## config.mk

```make
export PLATFORM = sky130hd
export DESIGN_NAME = sargantana_icache_ifill_arb
export DESIGN_NICKNAME = d
export VERILOG_FILES = /design/src/rtl/sargantana_icache_pkg.sv /design/src/rtl/sargantana_icache_ifill_arb.sv
export SDC_FILE = /design/constraint.sdc
export NUM_CORES = 1
export LEC_CHECK = 0
export CELL_PAD_IN_SITES_DETAIL_PLACEMENT = 0
export CELL_PAD_IN_SITES_GLOBAL_PLACEMENT = 1
export CORE_MARGIN = 2
export CORE_UTILIZATION = 24
export DETAILED_ROUTE_END_ITERATION = 16
export GPL_TIMING_DRIVEN = 0
export PLACE_DENSITY_LB_ADDON = 0.1
export SYNTH_ARGS = -nofsm -noshare
export SYNTH_HDL_FRONTEND = slang
export SYNTH_SLANG_ARGS = --single-unit
export TNS_END_PERCENT = 20
```

## constraint.sdc

```tcl
create_clock -name clk_i -period 1.7 [get_ports clk_i]
set_input_delay 0.17 -clock clk_i [delete_from_list [all_inputs] [get_ports clk_i]]
set_output_delay 0.17 -clock clk_i [all_outputs]
set_load 0.005 [all_outputs]
```

## src/rtl/sargantana_icache_pkg.sv

```systemverilog
// Shared types and default geometry for the Sargantana instruction cache.
//   ifill_arb_state_t : IFILL arbiter sequencing states
//   ifill_owner_t     : which requester owns the line fill in flight
//   DEF_*             : default address/line geometry used by the IFILL arbiter
package sargantana_icache_pkg;

  localparam int unsigned DEF_PADDR_W    = 40;
  localparam int unsigned DEF_LINE_OFF_W = 6;
  localparam int unsigned DEF_BEATS      = 2;

  typedef enum logic [1:0] {
    IDLE  = 2'd0,
    REQ   = 2'd1,
    WAIT  = 2'd2,
    DRAIN = 2'd3
  } ifill_arb_state_t;

  typedef enum logic {
    OWN_DMD = 1'b0,
    OWN_PF  = 1'b1
  } ifill_owner_t;

endpackage

```

## src/rtl/sargantana_icache_ifill_arb.sv

```systemverilog
// IFILL port arbiter and sequencer. Shares the single IFILL request/response
// channel between the demand-miss path and an optional next-line prefetcher,
// tracks one outstanding line fill, steers response beats to the cache write
// port, merges a demand miss onto an in-flight prefetch of the same line and
// drains the beats of killed or flushed fills.
//
// Build option: ICACHE_IFILL_PREFETCH_EN
//   defined   : prefetch acceptance, prefetch ownership and demand merge
//   undefined : pf_req_ready_o and fill_is_pf_o tied low; pf ports unused
//
// Ports
//   clk_i, rstn_i            clock, asynchronous active-low reset
//   dmd_req_*                demand miss request (valid/paddr/ready)
//   dmd_kill_i, flush_i      kill current demand / kill everything
//   pf_req_*                 prefetch request (valid/paddr/ready)
//   ifill_req_*              request to upper level (valid/paddr/ready)
//   ifill_resp_valid_i       response beat valid
//   wr_ena_o, wr_beat_o      cache write strobe and beat index
//   fill_is_pf_o             current fill belongs to the prefetcher
//   fill_done_o              last beat of a non-dropped fill
//   dmd_resp_valid_o         demand line available
//   busy_o                   arbiter not idle
module sargantana_icache_ifill_arb
  import sargantana_icache_pkg::*;
#(
  parameter int unsigned PADDR_W    = DEF_PADDR_W,
  parameter int unsigned LINE_OFF_W = DEF_LINE_OFF_W,
  parameter int unsigned BEATS      = DEF_BEATS,
  localparam int unsigned BEAT_W    = (BEATS > 1) ? $clog2(BEATS) : 1
) (
  input  logic               clk_i,
  input  logic               rstn_i,
  input  logic               dmd_req_valid_i,
  input  logic [PADDR_W-1:0] dmd_req_paddr_i,
  output logic               dmd_req_ready_o,
  input  logic               dmd_kill_i,
  input  logic               flush_i,
  input  logic               pf_req_valid_i,
  input  logic [PADDR_W-1:0] pf_req_paddr_i,
  output logic               pf_req_ready_o,
  output logic               ifill_req_valid_o,
  output logic [PADDR_W-1:0] ifill_req_paddr_o,
  input  logic               ifill_req_ready_i,
  input  logic               ifill_resp_valid_i,
  output logic               wr_ena_o,
  output logic [BEAT_W-1:0]  wr_beat_o,
  output logic               fill_is_pf_o,
  output logic               fill_done_o,
  output logic               dmd_resp_valid_o,
  output logic               busy_o
);

  localparam int unsigned      LINE_W    = PADDR_W - LINE_OFF_W;
  localparam logic [BEAT_W-1:0] LAST_BEAT = BEAT_W'(BEATS - 1);

  ifill_arb_state_t  state_q, state_d;
  logic [LINE_W-1:0] line_q, line_d;
  logic [BEAT_W-1:0] cnt_q, cnt_d;
  logic              killed_q, killed_d;

  logic              is_pf;
  logic              merged;
  logic              merge_ok;
  logic              kill_hit;
  logic              last_beat;
  logic              dmd_rdy;
  logic              pf_rdy;
  logic [LINE_W-1:0] dmd_line;

  assign dmd_line  = dmd_req_paddr_i[PADDR_W-1:LINE_OFF_W];
  assign last_beat = (cnt_q == LAST_BEAT);
  // A demand kill only touches the fill when the demand owns it outright.
  assign kill_hit  = flush_i || (dmd_kill_i && !is_pf);

`ifdef ICACHE_IFILL_PREFETCH_EN
  ifill_owner_t owner_q, owner_d;
  logic         merged_q, merged_d;
  logic         own_load;
  logic         own_load_pf;
  logic         unused_addr_bits;

  assign unused_addr_bits = ^{dmd_req_paddr_i[LINE_OFF_W-1:0], pf_req_paddr_i[LINE_OFF_W-1:0]};

  assign is_pf  = (owner_q == OWN_PF);
  assign merged = merged_q;

  // A demand may piggy-back on a live prefetch of the same line; a prefetch
  // already condemned by a flush in REQ must not absorb a new demand.
  assign merge_ok = is_pf && ((state_q == REQ) || (state_q == WAIT)) && !killed_q &&
                    dmd_req_valid_i && (dmd_line == line_q) && !dmd_kill_i && !flush_i;

  always_comb begin
    owner_d  = owner_q;
    merged_d = merged_q;
    if (own_load) begin
      owner_d  = own_load_pf ? OWN_PF : OWN_DMD;
      merged_d = 1'b0;
    end else begin
      if (flush_i || dmd_kill_i) merged_d = 1'b0;
      if (merge_ok)              merged_d = 1'b1;
    end
  end

  always_ff @(posedge clk_i or negedge rstn_i) begin
    if (!rstn_i) begin
      owner_q  <= OWN_DMD;
      merged_q <= 1'b0;
    end else begin
      owner_q  <= owner_d;
      merged_q <= merged_d;
    end
  end
`else
  logic unused_pf_bits;

  assign unused_pf_bits = ^{pf_req_valid_i, pf_req_paddr_i, dmd_req_paddr_i[LINE_OFF_W-1:0]};

  assign is_pf    = 1'b0;
  assign merged   = 1'b0;
  assign merge_ok = 1'b0;
`endif

  always_comb begin
    state_d          = state_q;
    line_d           = line_q;
    cnt_d            = cnt_q;
    killed_d         = killed_q;
    dmd_rdy          = 1'b0;
    pf_rdy           = 1'b0;
    wr_ena_o         = 1'b0;
    fill_done_o      = 1'b0;
    dmd_resp_valid_o = 1'b0;
`ifdef ICACHE_IFILL_PREFETCH_EN
    own_load         = 1'b0;
    own_load_pf      = 1'b0;
`endif
    unique case (state_q)
      IDLE: begin
        dmd_rdy = !dmd_kill_i && !flush_i;
`ifdef ICACHE_IFILL_PREFETCH_EN
        pf_rdy  = !dmd_req_valid_i && !flush_i;
`endif
        if (dmd_req_valid_i && dmd_rdy) begin
          line_d   = dmd_line;
          killed_d = 1'b0;
          state_d  = REQ;
`ifdef ICACHE_IFILL_PREFETCH_EN
          own_load = 1'b1;
        end else if (pf_req_valid_i && pf_rdy) begin
          line_d      = pf_req_paddr_i[PADDR_W-1:LINE_OFF_W];
          killed_d    = 1'b0;
          state_d     = REQ;
          own_load    = 1'b1;
          own_load_pf = 1'b1;
`endif
        end
      end
      REQ: begin
        // The request stays up until accepted; a kill only marks it so its
        // beats are discarded later.
        dmd_rdy = merge_ok;
        if (kill_hit) killed_d = 1'b1;
        if (ifill_req_ready_i) begin
          cnt_d   = '0;
          state_d = (killed_q || kill_hit) ? DRAIN : WAIT;
        end
      end
      WAIT: begin
        dmd_rdy = merge_ok;
        if (ifill_resp_valid_i) begin
          cnt_d = cnt_q + BEAT_W'(1);
          if (!kill_hit) begin
            wr_ena_o = 1'b1;
            if (last_beat) begin
              fill_done_o      = 1'b1;
              // A demand merging on the final beat still sees the line written.
              dmd_resp_valid_o = !is_pf || (merged && !dmd_kill_i) || merge_ok;
            end
          end
          if (last_beat)     state_d = IDLE;
          else if (kill_hit) state_d = DRAIN;
        end else if (kill_hit) begin
          state_d = DRAIN;
        end
      end
      DRAIN: begin
        if (ifill_resp_valid_i) begin
          cnt_d = cnt_q + BEAT_W'(1);
          if (last_beat) state_d = IDLE;
        end
      end
      default: state_d = IDLE;
    endcase
  end

  // Handshake readies are held low while reset is asserted.
  assign dmd_req_ready_o   = dmd_rdy && rstn_i;
  assign pf_req_ready_o    = pf_rdy && rstn_i;
  assign ifill_req_valid_o = (state_q == REQ);
  assign ifill_req_paddr_o = {line_q, {LINE_OFF_W{1'b0}}};
  assign wr_beat_o         = cnt_q;
  assign fill_is_pf_o      = is_pf;
  assign busy_o            = (state_q != IDLE);

  always_ff @(posedge clk_i or negedge rstn_i) begin
    if (!rstn_i) begin
      state_q  <= IDLE;
      line_q   <= '0;
      cnt_q    <= '0;
      killed_q <= 1'b0;
    end else begin
      state_q  <= state_d;
      line_q   <= line_d;
      cnt_q    <= cnt_d;
      killed_q <= killed_d;
    end
  end

endmodule
```

# Word level (Yosys, flattened, before mapping)
# Index checks and enable logic that the tools add are counted.
[totals]
output_inout_bits = 49
reg_bits = 38
elab_cells = 53
inputBits = 88
[classes]
reduce_logical = 16
eq_ne = 9
muxes = 23
add_sub_neg = 1
[ops]
columns = ["cell", "count"]
rows = [
  ["2-bit two-way mux", 7],
  ["1-bit two-way mux", 13],
  ["2-bit case mux with 4 select lines", 1],
  ["2-bit by 1-bit != test with 1-bit output, second input constant", 3],
  ["2-bit != test, second input constant", 3],
  ["3-bit AND reduction", 2],
  ["2-bit nonzero test", 3],
  ["2-bit == test, second input constant", 2],
  ["1-bit case mux with 2 select lines", 2],
  ["4-bit AND reduction", 1],
  ["1-bit logical AND", 3],
  ["2-bit by 1-bit == test with 1-bit output, second input constant", 1],
  ["1-bit logical NOT", 2],
  ["2-bit logical NOT", 1],
  ["1-bit logical OR", 2],
  ["2-bit AND reduction", 1],
  ["2-bit OR reduction", 1],
  ["1-bit adder, second input constant", 1],
]

# Longest topological paths before layout
[logic_depth]
depth_word = 5
mapped_depth = 5
ltp_nobuf = 4

# Least setup slack after synthesis
# OpenSTA, ideal clock, no wires.
[synth_timing]
path_type = "reg2reg"
from = "register state_q[1]"
to = "register line_q[0]"
path_stages_with_launch = 6
arrival_ns = 1.208
t_required_ns = 1.575
setup_time_ns = 0.125
n_path_buf = 2
synth_period_minus_slack_ns = 1.333
path_slack_ns = 0.367
cell_sequence = "dfrtp_1 > buf_6 > nor2_4 > nand3_4 > buf_6 > mux2_4"
[synth_between]
elab_chain_len = 2
[synth_lines]
columns = ["element", "line_no", "rtl"]
rows = [
  ["start, declared", "sargantana_icache_ifill_arb.sv:56", "ifill_arb_state_t state_q, state_d;"],
  ["start signal, assigned", "sargantana_icache_ifill_arb.sv:212", "state_q <= state_d;"],
  ["2-bit logical NOT", "sargantana_icache_ifill_arb.sv:137", "unique case (state_q)"],
  ["2-bit AND reduction (no line)", "n/a", ""],
  ["end signal, assigned", "sargantana_icache_ifill_arb.sv:213", "line_q <= line_d;"],
  ["end, declared", "sargantana_icache_ifill_arb.sv:57", "logic [LINE_W-1:0] line_q, line_d;"],
]
# Every way passes these cells.
# A chain may end at the register's enable or synchronous reset.

# Worst setup path in the final report
[layout_timing]
from = "register state_q[0]"
to = "output port busy_o"
[layout_between]
elab_chain_len = 1
[layout_lines]
columns = ["element", "line_no", "rtl"]
rows = [
  ["2-bit nonzero test", "sargantana_icache_ifill_arb.sv:203", "assign busy_o = (state_q != IDLE);"],
  ["end, declared", "sargantana_icache_ifill_arb.sv:50", "output logic busy_o"],
]
# Every way passes these cells.

==> flow_summary.toml <==
[outcome]
status = "complete, no violations"

[sta]
setup_tns_ps = 0
fin_crit_sh_pct = 96.5
grt_setup_unrepaired = "false"
hold-worst-slack_ps = 409
layout_min_cycle_time_ps = 1640
finalHoldViolations = 0
max_freq_mhz = 610
setup_violations = 0
slew_viol_final = 0
finClkSkew_ps = 8.10
setup_slack_ps = 60.3

[cells_and_area]
nets = 300
fillers = 670
syn2layout_area_growth_pct = 65.6
layout_common_cells = "74 x clkdlybuf4s50_1, 38 x dfrtp_1, 29 x mux2_4, 14 x buf_4, 8 x conb_1"
diodes = 0
drive_gt1_share_pct = 30.5
layout_commonest_cell = "clkdlybuf4s50_1"
fin_util_pct = 41.4

[setup_path]
critPathMaxFanout = 3
r2r-end = "line_q[22]"
cp_data_arrival_time_ps = 1470
critical-path-top-delay-family = "buffers and inverters"
crit_chain = "buf_4 > nor2_4 > inv_1 > clkdlybuf4s50_1"
critPathMaxStageDelay_ps = 450
cp-start-kind = "register"
timing.reg2reg.setup_slack_ps = 230
crit_buf_inv = 3
rr_worst_depth = 5
cp_slowest_cell = "clkdlybuf4s50_1"
r2r-start = "state_q[0]"
worst_setup_path_end_kind = "primary output"
required_ps = 1530
worstSetupPathType = "register to primary output"

[pwr]
power.switching_uw = 1110
ir_worst_vdd_mv = 0.496
seq_power_share_pct = 37.8
p_clk_share_pct = 14.7
internal-power_uw = 3140
power.static_leakage_uw = 0.00137
comb_power_share_pct = 47.6
swShare_pct = 26.0
cellPowerDensity_nw_per_um2 = 1500
power_uw = 4250

[route]
vias_per_cell = 3.84
wire_per_inst_um = 13.3
drc = 0
drt_iter0_markers = 10
vias = 1187
ant_nets = 0
drtPass1Iterations = 3
drt-total-wl_um = 4110

[synthesis]
synthCells = 111
postSynthAreaPerCell_um2 = 15.4
syn_area_um2 = 1710
async_flop_share_pct = 100
seq_area_frac_synth_pct = 55.7
yosysUniqueCellTypes = 22
synth_seq_cells = 38
ys_warn_count = 0
synth_edf_count = 0
synth_top_flop_cell = "dfrtp_1"

[die]
dieWidth_um = 88.3
coreArea_um2 = 6830
pin_count = 137
start_util_pct = 25.0
die_h_um = 88.3
fp-row-count = 30
dieArea_um2 = 7800

[flow_run]
cap_violations = 0

[placed_design]
io_buffer_count = 81
dp_slack_ps = -304
place_hpwl_um = 2880
gp_congestion = 0.703

[clock_tree]
cts_root_buf = "clkbuf_8"
cts_max_path_buffers = 2
numClockSinks = 38
clock_latency_ps = 280
cts_tree = "built"
htreeDepth = 2
clk_pin_slew_ps = 80
cts_buffers = 5

[global_route]
grt_pass1_vias = 1289
grt_max_degree = 39
antenna_found_initial = 0
grt_pass1_wl_um = 6260
grt_overflow = 0
gr-usage-all-layers_pct = 10.6

[min_path]
holdCritPathClass = "primary input to asynchronous set/reset pin"
flip-flops by register name, summed over array words and instances (netlist names):
name	count
state_q	2
line_q	34
killed_q	1
wr_beat_o	1
cell usage after synthesis (all sizes together), types with 2 or more instances:
master / n / area [um^2]
dfrtp: 38 / 951
mux2: 34 / 492
buf: 13 / 113
nand2: 5 / 18.8
nor3: 3 / 15.0
o21ai: 3 / 15.0
inv: 2 / 7.51
nand3: 2 / 22.5
nor2: 2 / 15.0
tightest hold or removal path: cells and delay by family:
kind                   cells  cell delay [ps]
buffers and inverters      3              890
cell type report:
| type | instances | area, um^2 | share of cell area [%] |
|---|---|---|---|
| clock inverter | 1 | 5.00 | 0.177 |
| multi-input combinational | 65 | 683 | 24.2 |
| clock buffer | 7 | 86.3 | 3.05 |
| timing repair buffer | 87 | 861 | 30.5 |
| tap | 96 | 120 | 4.25 |
| sequential | 38 | 951 | 33.6 |
| buffer | 13 | 113 | 3.98 |
| inverter | 2 | 7.51 | 0.266 |
power groups by stage:
stage	combinational, uW	clock [uW]	sequential [uW]
final	2020	624	1600
after global routing	2180	699	1660
after CTS	2050	658	1600
after detailed placement	1920	0	1620
after global placement	1910	0	1610
after floorplan	760	0	1640
kinds of logic after synthesis:
kind of cell | Yosys count | share of synthesized area [%]
xor gates and xnor gates | 1 | 0.513
DFF | 38 | 55.7
muxes | 34 | 28.8
AOI/OAI and AO/OA | 5 | 1.69
other | 1 | 0.220
buffers and inverters | 15 | 7.04
and+or+nand+nor | 17 | 6.01
worst max path at each step:
stage,from,end,slack (ps),cells after the start
floorplan,state_q[1],line_q[0],370,5
global placement,rstn_i,dmd_req_ready_o,-1260,3
detailed placement,flush_i,fill_done_o,-300,5
CTS,state_q[0],busy_o,70,4
global route,state_q[0],busy_o,0.3,4
finish,state_q[0],busy_o,60,4
through the flow:
| stage | cell area (um^2) | std cells |
|---|---|---|
| after floorplan | 1730 | 118 |
| after global placement | 2660 | 295 |
| after detailed placement | 2660 | 295 |
| after CTS | 2830 | 309 |
| after global routing | 2830 | 309 |
| final | 2830 | 309 |
layer usage:
metal	vias to the layer above	part of all wire [%]	track usage (%)
li1	563	-	-
met4	0	0.51	2.48
met2	51	50	18.4
met1	571	41	12.4
met5	-	0	0
met3	2	7.8	4.01
what timing repair did:
item                                    4_1_cts  5_1_grt
endpoints found under the setup margin        4        0
endpoints found under the hold margin        38        0
hold buffers                                  2        0
setup buffers                                 4        0
gates resized for setup                      11        0
No activity file was read; power rests on OpenSTA's default activity.
